`config.mk`:
```
export PLATFORM = sky130hd
export DESIGN_NAME = tile_line_fetch
export DESIGN_NICKNAME = d
export VERILOG_FILES = /design/src/rtl/tile_line_fetch.sv
export SDC_FILE = /design/constraint.sdc
export NUM_CORES = 1
export LEC_CHECK = 0
export CORE_ASPECT_RATIO = 1.2
export CORE_MARGIN = 2
export CORE_UTILIZATION = 32
export CTS_CLUSTER_SIZE = 10
export DETAILED_ROUTE_END_ITERATION = 8
export SYNTH_ARGS = -nofsm -noshare
export SYNTH_HDL_FRONTEND = slang
export SYNTH_SLANG_ARGS = --single-unit
```
`constraint.sdc`:
```
create_clock -name clk -period 2.4 [get_ports clk]
set_input_delay 0.48 -clock clk [delete_from_list [all_inputs] [get_ports clk]]
set_output_delay 0.48 -clock clk [all_outputs]
set_load 0.03 [all_outputs]
```
`src/rtl/tile_line_fetch.sv`:
```
// Fetches one 8-pixel row of a 2bpp 8x8 tile from a registered-read tile ROM
// and streams it out as 2-bit colour indices, one pixel per accepted beat.
module tile_line_fetch #(
    parameter int TILE_W = 8
) (
    input  logic              clk,
    input  logic              rst,
    input  logic              req_valid,
    output logic              req_ready,
    input  logic [TILE_W-1:0] req_tile,
    input  logic [2:0]        req_row,
    input  logic              req_flip,
    output logic [TILE_W+3:0] rom_addr,
    output logic              rom_en,
    input  logic [7:0]        rom_data,
    output logic              out_valid,
    input  logic              out_ready,
    output logic [1:0]        out_color,
    output logic [2:0]        out_col,
    output logic              out_last
);

    typedef enum logic [2:0] {
        IDLE,
        RD0,
        RD1,
        CAP1,
        EMIT
    } state_t;

    state_t            state;
    state_t            state_nx;
    logic [TILE_W-1:0] tile_q;
    logic [2:0]        row_q;
    logic              flip_q;
    logic [7:0]        buf0;
    logic [7:0]        buf1;
    logic [2:0]        k;
    logic [TILE_W+3:0] addr_q;
    logic              en_q;

    always_ff @(posedge clk) begin
        if (rst) begin
            state  <= IDLE;
            tile_q <= '0;
            row_q  <= '0;
            flip_q <= 1'b0;
            buf0   <= '0;
            buf1   <= '0;
            k      <= '0;
            addr_q <= '0;
            en_q   <= 1'b0;
        end else begin
            state <= state_nx;
            case (state)
                IDLE: begin
                    if (req_valid) begin
                        tile_q <= req_tile;
                        row_q  <= req_row;
                        flip_q <= req_flip;
                        addr_q <= {req_tile, req_row, 1'b0};
                        en_q   <= 1'b1;
                    end
                end
                RD0: begin
                    addr_q <= {tile_q, row_q, 1'b1};
                    en_q   <= 1'b1;
                end
                RD1: begin
                    // Half-0 byte returns now; the address is held, only enable drops.
                    buf0 <= rom_data;
                    en_q <= 1'b0;
                end
                CAP1: begin
                    buf1 <= rom_data;
                    k    <= '0;
                end
                EMIT: begin
                    if (out_ready) begin
                        k <= k + 3'd1;
                    end
                end
                default: ;
            endcase
        end
    end

    always_comb begin
        state_nx = state;
        case (state)
            IDLE:    if (req_valid) state_nx = RD0;
            RD0:     state_nx = RD1;
            RD1:     state_nx = CAP1;
            CAP1:    state_nx = EMIT;
            EMIT:    if (out_ready && (k == 3'd7)) state_nx = IDLE;
            default: state_nx = IDLE;
        endcase
    end

    logic [2:0] col;
    logic [7:0] sel_byte;
    logic [1:0] pix;

    always_comb begin
        col       = flip_q ? ~k : k;
        sel_byte  = col[2] ? buf1 : buf0;
        pix       = col[1:0];
        out_color = {sel_byte[{1'b1, pix}], sel_byte[{1'b0, pix}]};
    end

    assign req_ready = (state == IDLE);
    assign out_valid = (state == EMIT);
    assign out_col   = k;
    assign out_last  = (state == EMIT) && (k == 3'd7);
    assign rom_addr  = addr_q;
    assign rom_en    = en_q;

endmodule

```
## Word level (Yosys, flattened, before mapping)

Index checks and enable logic that the tools add are counted.

- Magnitude comparators: 2
- Div/mod/pow operators: 0
- Add/sub/neg operators: 1
- Reductions and logical operators: 11
- Muxes and demuxes: 15
- Shifts and indexed selects: 0
- Equality and inequality tests: 8
- Multipliers: 0
- Bitwise operators: 1

Operators with widths:

| operator | count |
|---|---|
| $pmux 12 s2 | 1 |
| $pmux 3 s5 | 1 |
| $mux 12 | 1 |
| $mux 3 | 4 |
| $reduce_and 2->1 | 5 |
| $mux 8 | 1 |
| $eq 3x2->1 const B | 2 |
| $eq 3x3->1 const B | 2 |
| $pmux 3 s2 | 1 |
| $bmux 1 s2 | 2 |
| $lt 2x4->1 const B | 1 |
| $lt 3x4->1 const B | 1 |
| $ne 2x1->1 const B | 2 |
| $reduce_bool 2->1 | 2 |
| $add 3x1->3 const B | 1 |
| $eq 3x1->1 const B | 1 |
| $logic_not 3->1 | 1 |
| $mux 1 | 3 |
| $not 3->3 | 1 |
| $pmux 1 s3 | 1 |
| $reduce_bool 3->1 | 1 |
| $logic_and 1x1->1 | 2 |
| $ne 2x2->1 const B | 1 |

- Input bits: 24
- Logic and storage cells: 47
- Bits in writable memories: 0
- Register bits: 47
- Latch bits: 0
- Output and inout bits: 21
- ROM bits: 0
- Memories kept: 0

## Longest topological paths before layout

Gate-level depths: netlist of run 1.

- Depth in word-level cells: 5
- Mapped depth: 6
- Mapped depth without buffers: 5

## Worst setup path before layout of run 1

Ideal clock, no wire load.

- Kind: register to output
- From: register k[2] (netlist: out_col[2])
- To: output port out_color[0]
- Cell stages (with the launch flop): 7
- Path slack: 265 ps
- Arrival time: 1655 ps
- Path buffers: 2
- Cell sequence: dfxtp_1 -> buf_2 -> buf_4 -> mux2i_1 -> o21ai_0 -> a21boi_0 -> o22a_1

- Word-level cells in the longest chain between the ends: 5

Ends and longest elaborated chain:

| element | RTL line | RTL |
|---|---|---|
| start, declared | 38 | `logic [2:0] k;` |
| start signal, assigned | 80 | `k <= k + 3'd1;` |
| $not 3->3 | 105 | `col = flip_q ? ~k : k;` |
| $mux 3 * | 105 |  |
| $mux 8 * | 106 | `sel_byte = col[2] ? buf1 : buf0;` |
| $bmux 1 s2 * | 108 | `out_color = {sel_byte[{1'b1, pix}], sel_byte[{1'b0, pix}]};` |
| $mux 1 (implied by the code) * | 108 |  |
| end, declared | 18 | `output logic [1:0] out_color,` |

Mark *: on every way between the ends. The rest lies on a longest branch, timed or not. The select of a mux whose other input is x is not followed.

## Worst setup path in the final report of run 1

Ends and elaborated chain as after synthesis.

==> out/results.env, run 1 <==
OUTCOME='complete, no violations'
MOST_NUMEROUS_CELL_IN_THE_YOSYS_NETLIST='sky130_fd_sc_hd__nand2_1'
FF2FF_PATH_DEPTH=4
PROPORTION_OF_SYNTHESIZED_FLIP_FLOPS_HAVING_ASYNCHRONOUS_SET_OR_RESET_PCT=0
ANTENNA_FOUND_INITIAL=0
INITIAL_UTILIZATION_PCT=32.6
PWR-SHARE-SEQ_PCT=52.5
SYNTH_AREA_LEADERS='sky130_fd_sc_hd__dfxtp_1, sky130_fd_sc_hd__nand2_1, sky130_fd_sc_hd__mux2i_1, sky130_fd_sc_hd__a21oi_1, sky130_fd_sc_hd__nor2_1'
CTS_INSERTED_BUFFERS=5
CLK_TRANSITION_REPORTED_PATHS_NS=0.09
LAYOUT-DRIVE-GT1-SHARE_PCT=8.56
TOP_LEVEL_PORTS=45
WORST_PATH_FANOUT_MAX=9
CLOCK_INSERTION_DELAY_WORST_SKEW_NS=0.31
SYNTH_SEQ_AREA_SHARE_PCT=45.6
FINALNONFILLERCELLS=377
AVERAGE_INSTANCE_AREA_AFTER_SYNTHESIS_UM2=8.26
CLOCK_POWER_SHARE_PCT=29.1
GLOBAL_ROUTE_WIRE_LENGTH_BEFORE_REPAIR_UM=7680
CORE_REGION_AREA_UM2=6330
AREA_GROWTH_SYN_TO_LAYOUT_PCT=29.2
ANTENNA-DIODE-COUNT=0
INTPOWER_uW=1170
P_SW_uW=483
POST_SYNTH_INSTANCE_AREA_UM2=2060
CRITPATHMOSTFREQUENTCELL='sky130_fd_sc_hd__buf_4'
WORST-ENDPOINT-REQUIRED_NS=1.92
CLOCK_TREE.BUFFER_DEPTH=2
MULTI_INPUT_AREA_UM2=1050
LEAKAGE_uW=0.000919
DESIGN.DIE.AREA_UM2=7110
WORST_SETUP_PATH_START_KIND='register'
HOLD_END='tile_q[6]'
POWER_DENSITY_nW_PER_UM2=618
PLACEMENT.IO_BUFFERS=44
ACHIEVABLE-FREQUENCY_MHz=453
DIEWIDTH_UM=77.3
PLACEMENTROWS=32
TIMING.CRITICAL_PATH.MAX_DELAY_FAMILY='buffers and inverters'
CRIT_SLOWEST_CELL='sky130_fd_sc_hd__dfxtp_2'
PIN_COUNT_OF_THE_BIGGEST_NET_ENTERING_GLOBAL_ROUTING=48
NUM_VIAS=1839
MIN_PATH_TYPE='register to register'
HEIGHT_OF_THE_DIE_UM=92.0
POST_DETAIL_PLACE_HPWL_UM=3300
NUMCLOCKSINKS=47
DESIGN.FINAL.NETS=317
LAYOUT_WORST_PATH_CYCLE_SHARE_PCT=92.1
YS_SEQ_ELEMENTS=47
IR_DROP_WORST_VDD_uV=377
NUMBER_OF_FLOPS_MAPPED_TO_ENABLE_CELLS_BY_YOSYS=0
POST_DRT_VIA_CELL_RATIO=4.88
INITIALDRTVIOLATIONCOUNT=53
REG2REG_SETUP_SLACK_NS=0.75
TIMING.SLEW.HEADROOM_PCT=49.2
MAX_STAGE_DELAY_NS=0.37
WORST_EP_ARRIVAL_TIME_NS=1.73
CP.BUFFERS_INVERTERS=3
PWR-SHARE-COMB_PCT=18.4
ROUTABILITYCONGESTION=0.749
MAIN_SYNTH_FF_TYPE='sky130_fd_sc_hd__dfxtp_1'
DRT_WL_TOTAL_UM=4720
REGTOREGSTARTPOINT='state[0]'
FINAL.FILL_COUNT=684
MAXSLEWVIOLCOUNT=0
POSTCTSSETUPREPAIRBUFS=0
SETUP_REPAIR_AFTER_GLOBAL_ROUTING_MISSED_ITS_MARGIN='false'
SYN_NETS=276
YS_TYPES=27
FINALSETUPVIOLATIONS=0
SW_FRAC_OF_TOTAL_PCT=29.3
END_KIND='output pin'
SYNTH_TOP_CELL_AREA_SHARE_PCT=45.6
SYNTH_TOP_CELL_BY_AREA='sky130_fd_sc_hd__dfxtp_1'
DRT_PRE_ANTENNA_ITERS=4
REG2REG_TO='rom_addr[11]'
CTS_REPAIR_RESIZE_COUNT=0
FINAL-SEQ-AREA_UM2=942
POST_CTS_HOLD_BUFFER_COUNT=0
CRIT_PATH_CELL_TRACE='buf_6, buf_4, mux2i_1, o22ai_1, o22a_1, buf_4'
FINAL.SETUP.TNS_NS=0
TIMING_HOLD_VIOLATIONS_FINAL=0
POST_SYNTH_MOST_FREQUENT_CELLS='sky130_fd_sc_hd__nand2_1, sky130_fd_sc_hd__dfxtp_1, sky130_fd_sc_hd__a21oi_1'
DETAILED_ROUTE_WIRE_LENGTH_PER_CELL_UM=12.5
GRT_PASS1_VIAS=1650
MIN_FROM='tile_q[6]'
GROUTE.USAGE.OVERALL_PCT=13.6
WORST_SLEW_PIN_SLEW_NS=0.759
TIMING.SETUP.CRITICAL_PATH_CLASS='register to output pin'
YOSYSWARNINGS=0
DRC=0
MINIMUM_CLOCK_PERIOD_NS=2.21
PLACED_CELLS=369
COUNT_OF_MAPPED_CELLS_OUT_OF_SYNTHESIS=250
HTREEDEPTH=2
MAX_CAP_VIOLS=0
MIN_DELAY_PATH_DEPTH=2
GRT.OVERFLOW.TOTAL=0
DRTANTENNAVIOLNETS=0
CTS_ROOT_BUFFER='sky130_fd_sc_hd__clkbuf_8'
WORST_CLOCK_SKEW_NS=0.0110
TRITONCTS='yes'
-- area by class of cell --
cell class / instances / share of cell area, %
flip-flops and latches: 47 / 35.3
clock inverters: 3 / 0.750
multi-input cells: 187 / 39.2
well taps: 85 / 3.99
repair buffers: 50 / 18.2
clock buffers: 5 / 2.58
-- state kept, by name (all words and copies together) (netlist names) --
name and cells:
rom_addr 12, buf0 8, buf1 8, tile_q 8
out_col 3, row_q 3, state 3, flip_q 1
rom_en 1
-- cell usage in the layout, fill, tap and decap left out, types with 5 or more instances in the layout --
master	instances
sky130_fd_sc_hd__clkdlybuf4s50_1	40
sky130_fd_sc_hd__buf_4	8
sky130_fd_sc_hd__nand2_1	71
sky130_fd_sc_hd__a31oi_1	11
sky130_fd_sc_hd__a21oi_1	27
sky130_fd_sc_hd__nor2_1	19
sky130_fd_sc_hd__clkbuf_8	5
sky130_fd_sc_hd__dfxtp_1	46
sky130_fd_sc_hd__mux2i_1	20
sky130_fd_sc_hd__nand3_1	5
-- worst max-delay path by stage --
stage,depth (start not counted),startpoint,to,slack [ns]
after floorplan,6,out_col[2],out_color[0],0.26
after global placement,5,req_valid,rom_addr[9],0.31
after detailed placement,5,req_valid,rom_addr[11],0.23
after CTS,2,state[2],out_valid,0.07
after global routing,6,out_col[2],out_color[0],0.05
final,6,out_col[2],out_color[0],0.19
-- power by group through the flow --
stage	logic [µW]	registers, µW	clock network (µW)
final	304	865	480
after global routing	330	874	529
after CTS	307	865	499
after detailed placement	307	882	0
after global placement	304	883	0
after floorplan	152	909	0
-- worst reg2reg max path: stages (launching register included) --
cell and delay, ns:
sky130_fd_sc_hd__dfxtp_1 0.54, sky130_fd_sc_hd__nor4b_2 0.11, sky130_fd_sc_hd__nor2_1 0.61, sky130_fd_sc_hd__nand2_1 0.11, sky130_fd_sc_hd__a31oi_1 0.21
-- kinds of logic after synthesis --
logic type      share of synthesized area, %
compound gates                          13.9
buf+inv                                 3.76
simple gates                            23.7
flops                                   45.6
mux                                     11.9
fa+ha+maj                               1.21
-- layer usage --
metal  routed length, µm  GRT usage, %  vias to the layer above  part of all wire, %
met5                   0             0                        -                    0
met4                  42          4.46                        0                 0.89
met3                 331          4.92                        4                  7.0
met2                2180          21.9                       67                   46
met1                2160          17.0                      835                   46
li1                    -             -                      933                    -
-- metrics by stage --
| stage | power (µW) | worst slack (ns) | cell area, µm² | hold WS (ns) | util, % |
|---|---|---|---|---|---|
| after CTS | 1670 | 0.0653 | 2660 | 0.462 | 42.0 |
| final | 1650 | 0.190 | 2670 | 0.458 | 42.2 |
| after detailed placement | 1190 | 0.233 | 2570 | 0.449 | 40.6 |
| after floorplan | 1060 | 0.265 | 2060 | 0.437 | - |
| after global routing | 1730 | 0.0541 | 2670 | 0.485 | 42.2 |
| after global placement | 1190 | 0.311 | 2570 | 0.443 | 40.6 |
Power figures use the tool's default switching activity.
==> run 2: changes to the inputs <==
==> constraint.sdc (replaced) <==
create_clock -name clk -period 2.75 [get_ports clk]
set_input_delay 0.55 -clock clk [delete_from_list [all_inputs] [get_ports clk]]
set_output_delay 0.55 -clock clk [all_outputs]
set_load 0.03 [all_outputs]
==> out/results.env, run 2 (synthesis gave the netlist of run 1 again) <==
LAYOUT_WORST_PATH_CYCLE_SHARE_PCT=90.7
SETUP_REPAIR_AFTER_GLOBAL_ROUTING_MISSED_ITS_MARGIN='false'
END_KIND='output pin'
WORST_CLOCK_SKEW_NS=0.00481  # -0.00624 ns
REG2REG_TO='rom_addr[10]'
PIN_COUNT_OF_THE_BIGGEST_NET_ENTERING_GLOBAL_ROUTING=48  # unchanged
GLOBAL_ROUTE_WIRE_LENGTH_BEFORE_REPAIR_UM=8140  # +6.0%
MIN_FROM='tile_q[7]'
NUMCLOCKSINKS=47  # unchanged
FINALSETUPVIOLATIONS=0  # unchanged
CORE_REGION_AREA_UM2=6330  # unchanged
MIN_DELAY_PATH_DEPTH=2  # unchanged
FINAL.SETUP.TNS_NS=0  # unchanged
LARGEST_REG_FLOPS=12  # unchanged
POSTCTSSETUPREPAIRBUFS=0  # unchanged
ACHIEVABLE-FREQUENCY_MHz=401
DRT_WL_TOTAL_UM=4710  # about the same
AREA_GROWTH_SYN_TO_LAYOUT_PCT=29.8
WORST-ENDPOINT-REQUIRED_NS=2.20  # +0.28 ns
HOLD_SLACK_NS=0.456  # -0.00210 ns
TIMING.SLEW.HEADROOM_PCT=49.2  # about the same
REGTOREGSTARTPOINT='state[0]'
TOTALPOWERFINAL_uW=1510  # -8.1%
MINIMUM_CLOCK_PERIOD_NS=2.50
TIMING.SETUP.CRITICAL_PATH_CLASS='register to output pin'
DRTANTENNAVIOLNETS=0  # unchanged
GRT_PASS1_VIAS=1761  # +6.7%
DESIGN.FINAL.NETS=317  # unchanged
FINAL.FILL_COUNT=683  # -0.15%
LEAKAGE_uW=0.000907  # -1.3%
WORST_PATH_FANOUT_MAX=7  # -2
MULTI_INPUT_AREA_UM2=1050  # unchanged
TOP_LEVEL_PORTS=45  # unchanged
CLK_TRANSITION_REPORTED_PATHS_NS=0.08  # about the same
MIN_PATH_TYPE='register to register'
WORST_EP_ARRIVAL_TIME_NS=1.95  # +0.22 ns
HOLD_END='tile_q[7]'
INITIAL_UTILIZATION_PCT=32.6  # unchanged
DESIGN.DIE.AREA_UM2=7110  # unchanged
LAYOUT-DRIVE-GT1-SHARE_PCT=7.56  # -1.0 points
MOSTFREQUENTLAYOUTCELLS='sky130_fd_sc_hd__nand2_1, sky130_fd_sc_hd__dfxtp_1, sky130_fd_sc_hd__clkdlybuf4s50_1, sky130_fd_sc_hd__a21oi_1, sky130_fd_sc_hd__mux2i_1'
DRT_PRE_ANTENNA_ITERS=4  # unchanged
CLOCK_TREE.BUFFER_DEPTH=2  # unchanged
WORST_SETUP_PATH_START_KIND='register'
GROUTE.USAGE.OVERALL_PCT=14.3  # +0.62 points
TIMING_HOLD_VIOLATIONS_FINAL=0  # unchanged
PLACEMENTROWS=32  # unchanged
DIEWIDTH_UM=77.3  # unchanged
IR_DROP_WORST_VDD_uV=322  # -15%
ANTENNA-DIODE-COUNT=0  # unchanged
ANTENNA_FOUND_INITIAL=0  # unchanged
ROUTABILITYCONGESTION=0.778  # +3.9%
MAX_CAP_VIOLS=0  # unchanged
PLACEMENT.IO_BUFFERS=44  # unchanged
CTS_INSERTED_BUFFERS=5  # unchanged
POST_DRT_VIA_CELL_RATIO=4.76  # -2.4%
HTREEDEPTH=2  # unchanged
INITIALDRTVIOLATIONCOUNT=85  # +60%
POWER_DENSITY_nW_PER_UM2=565  # -8.6%
CTS_REPAIR_RESIZE_COUNT=0  # unchanged
POST_DETAIL_PLACE_HPWL_UM=3210  # -2.7%
GRT.OVERFLOW.TOTAL=0  # unchanged
WORST_SLEW_PIN_SLEW_NS=0.759  # -0.000503 ns
DETAILED_ROUTE_WIRE_LENGTH_PER_CELL_UM=12.5  # +0.22%
FINAL-SEQ-AREA_UM2=941  # -0.13%
CLOCK_INSERTION_DELAY_WORST_SKEW_NS=0.30  # about the same
REG2REG_SETUP_SLACK_NS=0.96  # +0.21 ns
DRC=0  # unchanged
TRITONCTS='yes'
NUM_VIAS=1790  # -2.7%
MOSTFREQUENTLAYOUTCELL='sky130_fd_sc_hd__nand2_1'
POST_CTS_HOLD_BUFFER_COUNT=0  # unchanged
FF2FF_PATH_DEPTH=5  # +1
MAXSLEWVIOLCOUNT=0  # unchanged
HEIGHT_OF_THE_DIE_UM=92.0  # unchanged
CTS_ROOT_BUFFER='sky130_fd_sc_hd__clkbuf_8'
OUTCOME='complete, no violations'
==> run 2: power by group <==
part	total, µW	leakage, µW	internal, µW	switching (µW)
Clock	494	0.0000502	266	228
Combinational	267	0.000473	118	149
Sequential	754	0.000384	722	31.8
Total	1510	0.000907	1110	409
==> run 2: critical path: stages, from the launching register on <==
cell and delay [ns]:
sky130_fd_sc_hd__dfxtp_1 0.48, sky130_fd_sc_hd__nor3b_4 0.33, sky130_fd_sc_hd__and2_1 0.17, sky130_fd_sc_hd__clkdlybuf4s50_1 0.66
==> run 2: worst max path at each step <==
stage,startpoint,end,depth (start not counted)
after floorplan,out_col[2],out_color[0],6
after global placement,state[2],out_last,3
after detailed placement,req_valid,rom_addr[9],5
after CTS,state[2],out_last,3
after global routing,out_col[1],out_last,4
final,state[2],out_last,3
==> run 2: per-stage QoR <==
step / instances / instance area (µm²) / util, % / setup WS (ns)
after CTS: 376 / 2680 / 42.4 / 0.227
after floorplan: 250 / 2060 / - / 0.545
after global placement: 369 / 2570 / 40.7 / 0.583
after global routing: 376 / 2680 / 42.4 / 0.150
after detailed placement: 369 / 2570 / 40.7 / 0.557
final: 376 / 2680 / 42.4 / 0.255
==> run 2: metal layers <==
metal	wire (µm)	share of wire (%)	GRT usage [%]
met1	2190	46	17.5
met2	2210	47	23.8
met3	257	5.5	3.74
met4	58	1.2	5.36
met5	0	0	0
==> run 2: layout make-up <==
type / count / area share [%]
Clock inverter: 2 / 1.40
Tap cell: 85 / 3.97
Multi-Input combinational cell: 187 / 39.0
Clock buffer: 5 / 2.57
Timing Repair Buffer: 50 / 17.9
Sequential cell: 47 / 35.1
